===== src/rtl/fire_pkg.sv =====
// fire_pkg: shared types and constants for the fire_pool enemy-fire block.
//   slot_t        - per-slot state (position, remaining life, animation frame, valid)
//   fire_state_e  - global controller state (ARMED / RUNNING)
//   SCREEN_W/H    - visible area bounds used by the off-screen retire test
//   KEY_LEFT/RIGHT- USB keycodes that scroll the background
//   key_down()    - true when any of the four keycode bytes equals a given key
package fire_pkg;

    localparam int SCREEN_W = 640;
    localparam int SCREEN_H = 480;

    localparam logic [7:0] KEY_LEFT  = 8'h04;
    localparam logic [7:0] KEY_RIGHT = 8'h07;

    localparam int LIFE_W = 8;

    typedef enum logic {
        ARMED   = 1'b0,
        RUNNING = 1'b1
    } fire_state_e;

    typedef struct packed {
        logic [9:0]        x;
        logic [9:0]        y;
        logic [LIFE_W-1:0] life;
        logic              frame;
        logic              valid;
    } slot_t;

    function automatic logic key_down(input logic [31:0] codes, input logic [7:0] key);
        key_down = (codes[7:0]   == key) || (codes[15:8]  == key) ||
                   (codes[23:16] == key) || (codes[31:24] == key);
    endfunction

endpackage


===== src/rtl/fire_slot.sv =====
// fire_slot: registers, chase motion and retire logic for one fire sprite.
// Ports:
//   Clk, Reset        - clock, asynchronous active-high reset
//   tick_i            - one-Clk game-tick enable
//   spawn_i           - load this (free) slot at the home point on this tick
//   left_i / right_i  - scroll keys currently held
//   mario_x_i, mario_y_i, mario_sx_i - Mario box position and width
//   contact_i         - slot overlaps Mario this tick (always 0 without collision)
//   slot_o            - current slot state
module fire_slot
    import fire_pkg::*;
#(
    parameter int HOME_X      = 340,
    parameter int HOME_Y      = 320,
    parameter int STEP        = 2,
    parameter int SCROLL_COMP = 8,
    parameter int LIFETIME    = 64
) (
    input  logic       Clk,
    input  logic       Reset,
    input  logic       tick_i,
    input  logic       spawn_i,
    input  logic       left_i,
    input  logic       right_i,
    input  logic [9:0] mario_x_i,
    input  logic [9:0] mario_y_i,
    input  logic [9:0] mario_sx_i,
    input  logic       contact_i,
    output slot_t      slot_o
);

    slot_t              slot_q, slot_d;
    logic signed [11:0] mario_right_s;
    logic signed [11:0] x_less_step_s;
    logic        [10:0] y_plus_step;
    logic signed [10:0] dx, dy;
    logic signed [10:0] nx, ny;
    logic               retire;

    always_comb begin
        // Chase on X only ever steps left: the fire closes in from the right.
        mario_right_s = $signed({2'b00, mario_x_i}) + $signed({2'b00, mario_sx_i});
        x_less_step_s = $signed({2'b00, slot_q.x}) - $signed(12'(STEP));
        dx = '0;
        if (mario_right_s <= x_less_step_s)
            dx = -$signed(11'(STEP));
        // Pressing both scroll keys cancels out.
        if (left_i && !right_i)
            dx = dx + $signed(11'(SCROLL_COMP));
        else if (right_i && !left_i)
            dx = dx - $signed(11'(SCROLL_COMP));

        y_plus_step = {1'b0, slot_q.y} + 11'(STEP);
        dy = '0;
        if ({1'b0, mario_y_i} > y_plus_step)
            dy = $signed(11'(STEP));
        else if ({1'b0, mario_y_i} < y_plus_step)
            dy = -$signed(11'(STEP));

        nx = $signed({1'b0, slot_q.x}) + dx;
        ny = $signed({1'b0, slot_q.y}) + dy;

        retire = (slot_q.life == LIFE_W'(1))
              || (nx < 0) || (nx > $signed(11'(SCREEN_W - 1)))
              || (ny < 0) || (ny > $signed(11'(SCREEN_H - 1)))
              || contact_i;

        slot_d = slot_q;
        if (tick_i) begin
            if (slot_q.valid) begin
                if (retire) begin
                    slot_d.valid = 1'b0;
                end else begin
                    slot_d.x     = nx[9:0];
                    slot_d.y     = ny[9:0];
                    slot_d.frame = ~slot_q.frame;
                    slot_d.life  = slot_q.life - LIFE_W'(1);
                end
            end else if (spawn_i) begin
                slot_d.valid = 1'b1;
                slot_d.x     = 10'(HOME_X);
                slot_d.y     = 10'(HOME_Y);
                slot_d.life  = LIFE_W'(LIFETIME);
                slot_d.frame = 1'b0;
            end
        end
    end

    always_ff @(posedge Clk or posedge Reset) begin
        if (Reset) slot_q <= '0;
        else       slot_q <= slot_d;
    end

    assign slot_o = slot_q;

endmodule


===== src/rtl/fire_pool.sv =====
// fire_pool: multi-projectile enemy-fire controller.
// Arms once BG_step passes TRIGGER_STEP, then spawns fire sprites at the
// home point every SPAWN_GAP ticks, chases Mario, and renders them.
// Optional feature macro: FIRE_COLLISION_EN (Mario contact retires a slot
// and pulses hit); without it hit is tied 0.
// Ports:
//   Clk, Reset          - clock, asynchronous active-high reset
//   BG_step             - background scroll position
//   keycode             - four USB keycodes (0x04 left, 0x07 right)
//   MarioX/Y, MarioS_X/Y- Mario box
//   DrawX, DrawY        - current VGA pixel
//   FireReadAdd         - sprite-ROM address (registered, 1 Clk after DrawX/Y)
//   is_fire             - pixel belongs to an active fire (registered)
//   active              - per-slot occupied flags
//   hit                 - one-Clk pulse on Mario contact
module fire_pool
    import fire_pkg::*;
#(
    parameter int N_FIRE       = 4,
    parameter int TICK_DIV     = 3_000_000,
    parameter int TRIGGER_STEP = 292,
    parameter int HOME_X       = 340,
    parameter int HOME_Y       = 320,
    parameter int STEP         = 2,
    parameter int SCROLL_COMP  = 8,
    parameter int SPAWN_GAP    = 8,
    parameter int LIFETIME     = 64,
    parameter int SPR_W        = 48,
    parameter int SPR_H        = 16,
    parameter int ROM_COL0     = 112,
    parameter int ROM_ROW0     = 99,
    parameter int ROM_PITCH    = 188,
    parameter int FRAME_OFS    = 24
) (
    input  logic              Clk,
    input  logic              Reset,
    input  logic [8:0]        BG_step,
    input  logic [31:0]       keycode,
    input  logic [9:0]        MarioX,
    input  logic [9:0]        MarioY,
    input  logic [9:0]        MarioS_X,
    input  logic [9:0]        MarioS_Y,
    input  logic [9:0]        DrawX,
    input  logic [9:0]        DrawY,
    output logic [18:0]       FireReadAdd,
    output logic              is_fire,
    output logic [N_FIRE-1:0] active,
    output logic              hit
);

    localparam int TICK_W = (TICK_DIV > 1) ? $clog2(TICK_DIV) : 1;
    localparam int GAP_W  = 8;

    logic [TICK_W-1:0] tick_cnt_q;
    logic              tick;
    fire_state_e       state_q;
    logic              running;
    logic [GAP_W-1:0]  gap_q, gap_d;
    logic              any_free;
    logic [N_FIRE-1:0] spawn_vec;
    logic [N_FIRE-1:0] contact_vec;
    logic [N_FIRE-1:0] pix_hit;
    logic [18:0]       pix_addr [N_FIRE];
    slot_t             slots [N_FIRE];
    logic              key_left, key_right;
    logic              is_fire_q, is_fire_d;
    logic [18:0]       addr_q, addr_d;

    assign key_left  = key_down(keycode, KEY_LEFT);
    assign key_right = key_down(keycode, KEY_RIGHT);

    // Game tick: single-cycle enable when the divider wraps.
    assign tick = (tick_cnt_q == TICK_W'(TICK_DIV - 1));

    always_ff @(posedge Clk or posedge Reset) begin
        if (Reset)     tick_cnt_q <= '0;
        else if (tick) tick_cnt_q <= '0;
        else           tick_cnt_q <= tick_cnt_q + TICK_W'(1);
    end

    // RUNNING is sticky: a later drop of BG_step does not disarm.
    always_ff @(posedge Clk or posedge Reset) begin
        if (Reset) begin
            state_q <= ARMED;
        end else begin
            case (state_q)
                ARMED:   if (tick && (BG_step > 9'(TRIGGER_STEP))) state_q <= RUNNING;
                RUNNING: state_q <= RUNNING;
            endcase
        end
    end

    assign running = (state_q == RUNNING);

    // Free slots are judged on start-of-tick state, so a slot retiring this
    // tick cannot be respawned until the next one.
    always_comb begin
        spawn_vec = '0;
        any_free  = 1'b0;
        for (int i = 0; i < N_FIRE; i++) begin
            if (!slots[i].valid && !any_free) begin
                any_free     = 1'b1;
                spawn_vec[i] = tick && running && (gap_q == '0);
            end
        end
    end

    // gap_cnt stays at 0 while the pool is full so the spawn fires on the
    // first tick a slot frees up.
    always_comb begin
        gap_d = gap_q;
        if (tick && running) begin
            if (gap_q != '0)   gap_d = gap_q - GAP_W'(1);
            else if (any_free) gap_d = GAP_W'(SPAWN_GAP - 1);
        end
    end

    always_ff @(posedge Clk or posedge Reset) begin
        if (Reset) gap_q <= '0;
        else       gap_q <= gap_d;
    end

    for (genvar g = 0; g < N_FIRE; g++) begin : g_slot
        logic [8:0] rx_half, ry_half;

        fire_slot #(
            .HOME_X      (HOME_X),
            .HOME_Y      (HOME_Y),
            .STEP        (STEP),
            .SCROLL_COMP (SCROLL_COMP),
            .LIFETIME    (LIFETIME)
        ) u_slot (
            .Clk        (Clk),
            .Reset      (Reset),
            .tick_i     (tick),
            .spawn_i    (spawn_vec[g]),
            .left_i     (key_left),
            .right_i    (key_right),
            .mario_x_i  (MarioX),
            .mario_y_i  (MarioY),
            .mario_sx_i (MarioS_X),
            .contact_i  (contact_vec[g]),
            .slot_o     (slots[g])
        );

`ifdef FIRE_COLLISION_EN
        assign contact_vec[g] = slots[g].valid
            && ({1'b0, slots[g].x} < {1'b0, MarioX} + {1'b0, MarioS_X})
            && ({1'b0, MarioX} < {1'b0, slots[g].x} + 11'(SPR_W))
            && ({1'b0, slots[g].y} < {1'b0, MarioY} + {1'b0, MarioS_Y})
            && ({1'b0, MarioY} < {1'b0, slots[g].y} + 11'(SPR_H));
`else
        assign contact_vec[g] = 1'b0;
`endif

        assign active[g] = slots[g].valid;

        assign pix_hit[g] = slots[g].valid
            && (DrawX >= slots[g].x) && ({1'b0, DrawX} < {1'b0, slots[g].x} + 11'(SPR_W))
            && (DrawY >= slots[g].y) && ({1'b0, DrawY} < {1'b0, slots[g].y} + 11'(SPR_H));

        // Sprite is drawn 2x scaled, so the ROM offset is half the screen offset.
        assign rx_half = 9'((DrawX - slots[g].x) >> 1);
        assign ry_half = 9'((DrawY - slots[g].y) >> 1);

        assign pix_addr[g] = 19'(rx_half) + 19'(ROM_COL0)
                           + (slots[g].frame ? 19'(FRAME_OFS) : 19'd0)
                           + (19'(ry_half) + 19'(ROM_ROW0)) * 19'(ROM_PITCH);
    end

`ifdef FIRE_COLLISION_EN
    logic hit_q;
    always_ff @(posedge Clk or posedge Reset) begin
        if (Reset) hit_q <= 1'b0;
        else       hit_q <= tick && running && (|contact_vec);
    end
    assign hit = hit_q;
`else
    logic unused_mario_sy;
    assign unused_mario_sy = ^MarioS_Y;
    assign hit = 1'b0;
`endif

    // Descending scan: the last assignment is the lowest-index hit slot.
    always_comb begin
        is_fire_d = 1'b0;
        addr_d    = '0;
        for (int i = N_FIRE - 1; i >= 0; i--) begin
            if (pix_hit[i]) begin
                is_fire_d = 1'b1;
                addr_d    = pix_addr[i];
            end
        end
    end

    always_ff @(posedge Clk or posedge Reset) begin
        if (Reset) begin
            is_fire_q <= 1'b0;
            addr_q    <= '0;
        end else begin
            is_fire_q <= is_fire_d;
            addr_q    <= addr_d;
        end
    end

    assign is_fire     = is_fire_q;
    assign FireReadAdd = addr_q;

endmodule


===== config.mk =====
export PLATFORM = sky130hd
export DESIGN_NAME = fire_pool
export DESIGN_NICKNAME = d
export VERILOG_FILES = /design/src/rtl/fire_pkg.sv /design/src/rtl/fire_slot.sv /design/src/rtl/fire_pool.sv
export SDC_FILE = /design/constraint.sdc
export NUM_CORES = 1
export LEC_CHECK = 0
export BUFFER_PORTS_ARGS = -buffer_cell sky130_fd_sc_hd__buf_2
export CAP_MARGIN = 0
export CORE_MARGIN = 2
export CORE_UTILIZATION = 55
export DETAILED_ROUTE_END_ITERATION = 6
export GPL_TIMING_DRIVEN = 0
export PLACE_DENSITY = 0.73
export REMOVE_ABC_BUFFERS = 1
export SLEW_MARGIN = 10
export SYNTH_ARGS = -nofsm -noshare
export SYNTH_HDL_FRONTEND = slang
export SYNTH_SLANG_ARGS = --single-unit

===== constraint.sdc =====
create_clock -name Clk -period 17.05 [get_ports Clk]
set_clock_uncertainty 0.15 [all_clocks]
set_input_delay 1.705 -clock Clk [delete_from_list [all_inputs] [get_ports Clk]]
set_output_delay 1.705 -clock Clk [all_outputs]
set_load 0.05 [all_outputs]

==> key figures <==
Worst hold path
  – Hold crit path type: reg2reg

Logic synthesis
  – Warnings from Yosys: 0
  – EDFF count, synth: 0
  – Simple-Gate Fraction of Synth Area: 16.5%
  – Proportion of synthesized area in mux cells: 1.13%
  – Synth Area per Inst: 8.45 um^2
  – Netlist cell types: 105
  – Main flop type after synthesis: dfrtp_1
  – XOR/XNOR share of the synthesized area: 11.8%
  – Post-synthesis register bit count: 163
  – Synth Area in Compound Gates: 16.9%
  – Asr flop ratio synth: 100%
  – Largest family of logic cells by synthesized area: adder cells
  – Sequential fraction of the synthesis area: 15.3%
  – Mapped cell area: 0.0267 mm^2
  – Fraction of the mapped netlist area in adder cells: 32.2%
  – Synth Instances: 3163

Placed design
  – Gpl congestion: 0.936
  – DP HPWL: 60.2 mm
  – Number of port buffers: 116
  – Area post-placement: 0.0280 mm^2

Floorplanning
  – Die area: 0.0504 mm^2
  – Row count: 80
  – Core Footprint: 0.0478 mm^2
  – Die Ht: 224 um
  – Initial Util: 55.9%
  – I/O pin cnt: 128
  – Die width: 224 um

Setup path
  – Worst EP required: 17210 ps
  – WP data arrival: 10030 ps
  – Slowest-stage cell, CP: nor2_1
  – Setup crit end kind: flip-flop
  – Critical path fanouts, max: 13
  – Critical path type: in2reg
  – Top cell by count, worst path: ha_1
  – Max incr delay on CP: 1030 ps
  – CP Launch Type: primary input

Clock network
  – CTS H-Tree Depth: 4
  – Cts bufs inserted: 17
  – Post-CTS setup buffer count: 0
  – Cts repair resizes: 0
  – Clk root buf: clkbuf_16
  – Worst-Skew Late Latency: 490 ps
  – Clock transition at path regs: 70 ps
  – CTS Hold Bufs: 0
  – CTS tree: built
  – CTS max path bufs: 2
  – CTS sink cnt: 163

Cells and area
  – Final nets: 3974
  – Area grow syn2layout: 6.90%
  – Antenna Diode Count: 0
  – Fin area: 0.0286 mm^2
  – Finished Core Util: 59.7%
  – Fraction of layout instances using a drive strength above 1: 6.52%
  – Fillcell total: 4310

Global route
  – Tot GR Track Use: 29.7%
  – Initial antenna violation count: 0
  – Grt total ovfl: 0
  – Largest net degree at the start of global routing: 88
  – Vias in the first global route: 23200
  – First-pass GRT wire length: 119 mm

Routing
  – ANT nets after route: 0
  – Residual DRC: 0
  – Vias per Instance: 6.04
  – Drt wl/cell: 18.9 um
  – DR vias: 23500
  – Iter 0 DRT Violations: 1439
  – Pre-antenna DRT Iters: 5
  – Routed Wire Length: 73.3 mm

Timing
  – Final Setup Violations: 0
  – Worst Max-Slew Pin Slew: 1190 ps
  – Slew Limit Fails: 0
  – Tmin final: 9870 ps
  – Final Cycle Share: 57.9%
  – Fmax: 101 MHz
  – Unrepaired setup endpoints after global routing: no
  – Final hold viol count: 0
  – Max_slew headroom: 20.4%
  – Setup TNS: 0 ps

Power
  – Leakage Power: 0.0136 uW
  – PD cells: 230 mW/mm^2
  – Peak VDD IR: 278 uV

Run
  – # Max-Cap Violations: 0

Run status
  – Outcome: finished, final reports clean
## cell usage in the layout (no fill, tap or decap), types with 18 or more instances in the layout
master    count
nor4_1       18
o21bai_1     28
nor2b_1      36
buf_2       117
o21ai_0     172
nand3_1      89
o21a_1       45
nand2b_1     38
a21oi_1     178
a21o_1       59
or3_1        32
mux2i_1      21
inv_1       370
nor2_1      189
dfrtp_1     163
o21ai_1      21
and3_1       20
nand4_1      44
o22ai_1      19
nor3_1       67
fa_1        115
xor2_1       96
ha_1        501
xnor2_1     261
a211oi_1     30
nand2_1     197
## critical path, delay by kind of cell
| family | cells | cell delay, ps |
|---|---|---|
| AND/OR/NAND/NOR | 10 | 3520 |
| AO/OA/AOI/OAI | 12 | 2410 |
| adder cells (fa/ha/maj) | 5 | 1530 |
| XOR/XNOR | 1 | 610 |
| buffers and inverters | 3 | 220 |
## metrics by stage
stage	setup slack [ps]	std cells	hold slack (ps)	total power [uW]
after floorplan	8670	3112	291	4970
after global placement	6740	3843	310	5950
after detailed placement	6810	3851	332	6120
after CTS	7320	3883	345	6570
after global routing	6560	3883	369	7310
final	7180	3883	341	6560
## where the power goes
group | switching [uW] | internal [uW]
clock | 201 | 195
sequential | 2.38 | 398
combinational | 3250 | 2520
total | 3450 | 3110
## synthesized netlist by cell type, drive strengths merged (7+ instances only)
master | count | area share, %
ha | 501 | 23
inv | 372 | 5.2
xnor2 | 262 | 8.6
nand2 | 197 | 2.8
o21ai | 196 | 3.7
nor2 | 194 | 2.8
a21oi | 179 | 3.4
dfrtp | 163 | 15
fa | 115 | 8.6
xor2 | 96 | 3.1
nand3 | 89 | 1.7
nor3 | 69 | 1.3
a21o | 59 | 1.7
o21a | 45 | 1.3
nand4 | 44 | 1.0
clkbuf | 38 | 0.53
nand2b | 38 | 0.89
nor2b | 36 | 0.84
a211oi | 32 | 0.96
or3 | 32 | 0.75
o21bai | 29 | 0.83
nor4 | 23 | 0.70
mux2i | 22 | 0.84
and3 | 20 | 0.47
buf | 20 | 0.50
o22ai | 19 | 0.44
or4 | 17 | 0.48
a31oi | 16 | 0.37
and2 | 16 | 0.37
o211ai | 16 | 0.45
or2 | 15 | 0.35
a221oi | 13 | 0.43
nand3b | 13 | 0.37
a22oi | 11 | 0.31
nor4b | 11 | 0.38
nand4b | 10 | 0.33
nor3b | 9 | 0.27
o31ai | 9 | 0.27
and4 | 8 | 0.26
a2111oi | 7 | 0.25
mux2 | 7 | 0.29
## metal layers
layer  vias up  routed length, um  GRT usage [%]  part of all wire, %
li1      11300                  -              -                    -
met1     11300              31200           37.1                   43
met2       671              35400           51.9                   48
met3       161               3630           3.53                  5.0
met4         0               3060           12.2                  4.2
met5         -                  0              0                    0
## path summary, 6_finish.rpt
path	from	to	slack, ps	depth (start not counted)
worst max-delay path	MarioS_X[0]	g_slot[2].u_slot.slot_o[16]	7180	31
worst min-delay path	tick_cnt_q[0]	tick_cnt_q[0]	340	1
worst max register to register	g_slot[1].u_slot.slot_o[24]	g_slot[1].u_slot.slot_o[8]	8640	27
worst min register to register	tick_cnt_q[0]	tick_cnt_q[0]	340	1
max in group asynchronous	Reset	FireReadAdd[17]	14790	3
min in group asynchronous	Reset	g_slot[3].u_slot.slot_o[21]	1110	2
## logic make-up (layout without fill, tap and decap cells)
logic type,count (synthesis),in the layout
compound gates,706,706
xor+xnor,358,358
fa+ha+maj,619,619
buf+inv,431,529
flops,163,163
mux,29,29
other cells,2,9
simple gates,855,855
## cell type report
class                   instances  area [um^2]  share of cell area [%]
clock buffers                  17          425                    1.49
clock inverters                15          166                   0.582
inverters                     373         1410                    4.93
multi-input cells            2576        21000                    73.6
flip-flops and latches        163         4080                    14.3
well taps                     615          769                    2.69
repair buffers                124          686                    2.40
## state kept, by name, indices dropped and copies added (netlist names)
register              count
FireReadAdd              19
g_slot.u_slot.slot_o    112
gap_q                     8
is_fire                   1
running                   1
tick_cnt_q               22
Power figures use the tool's default switching activity.
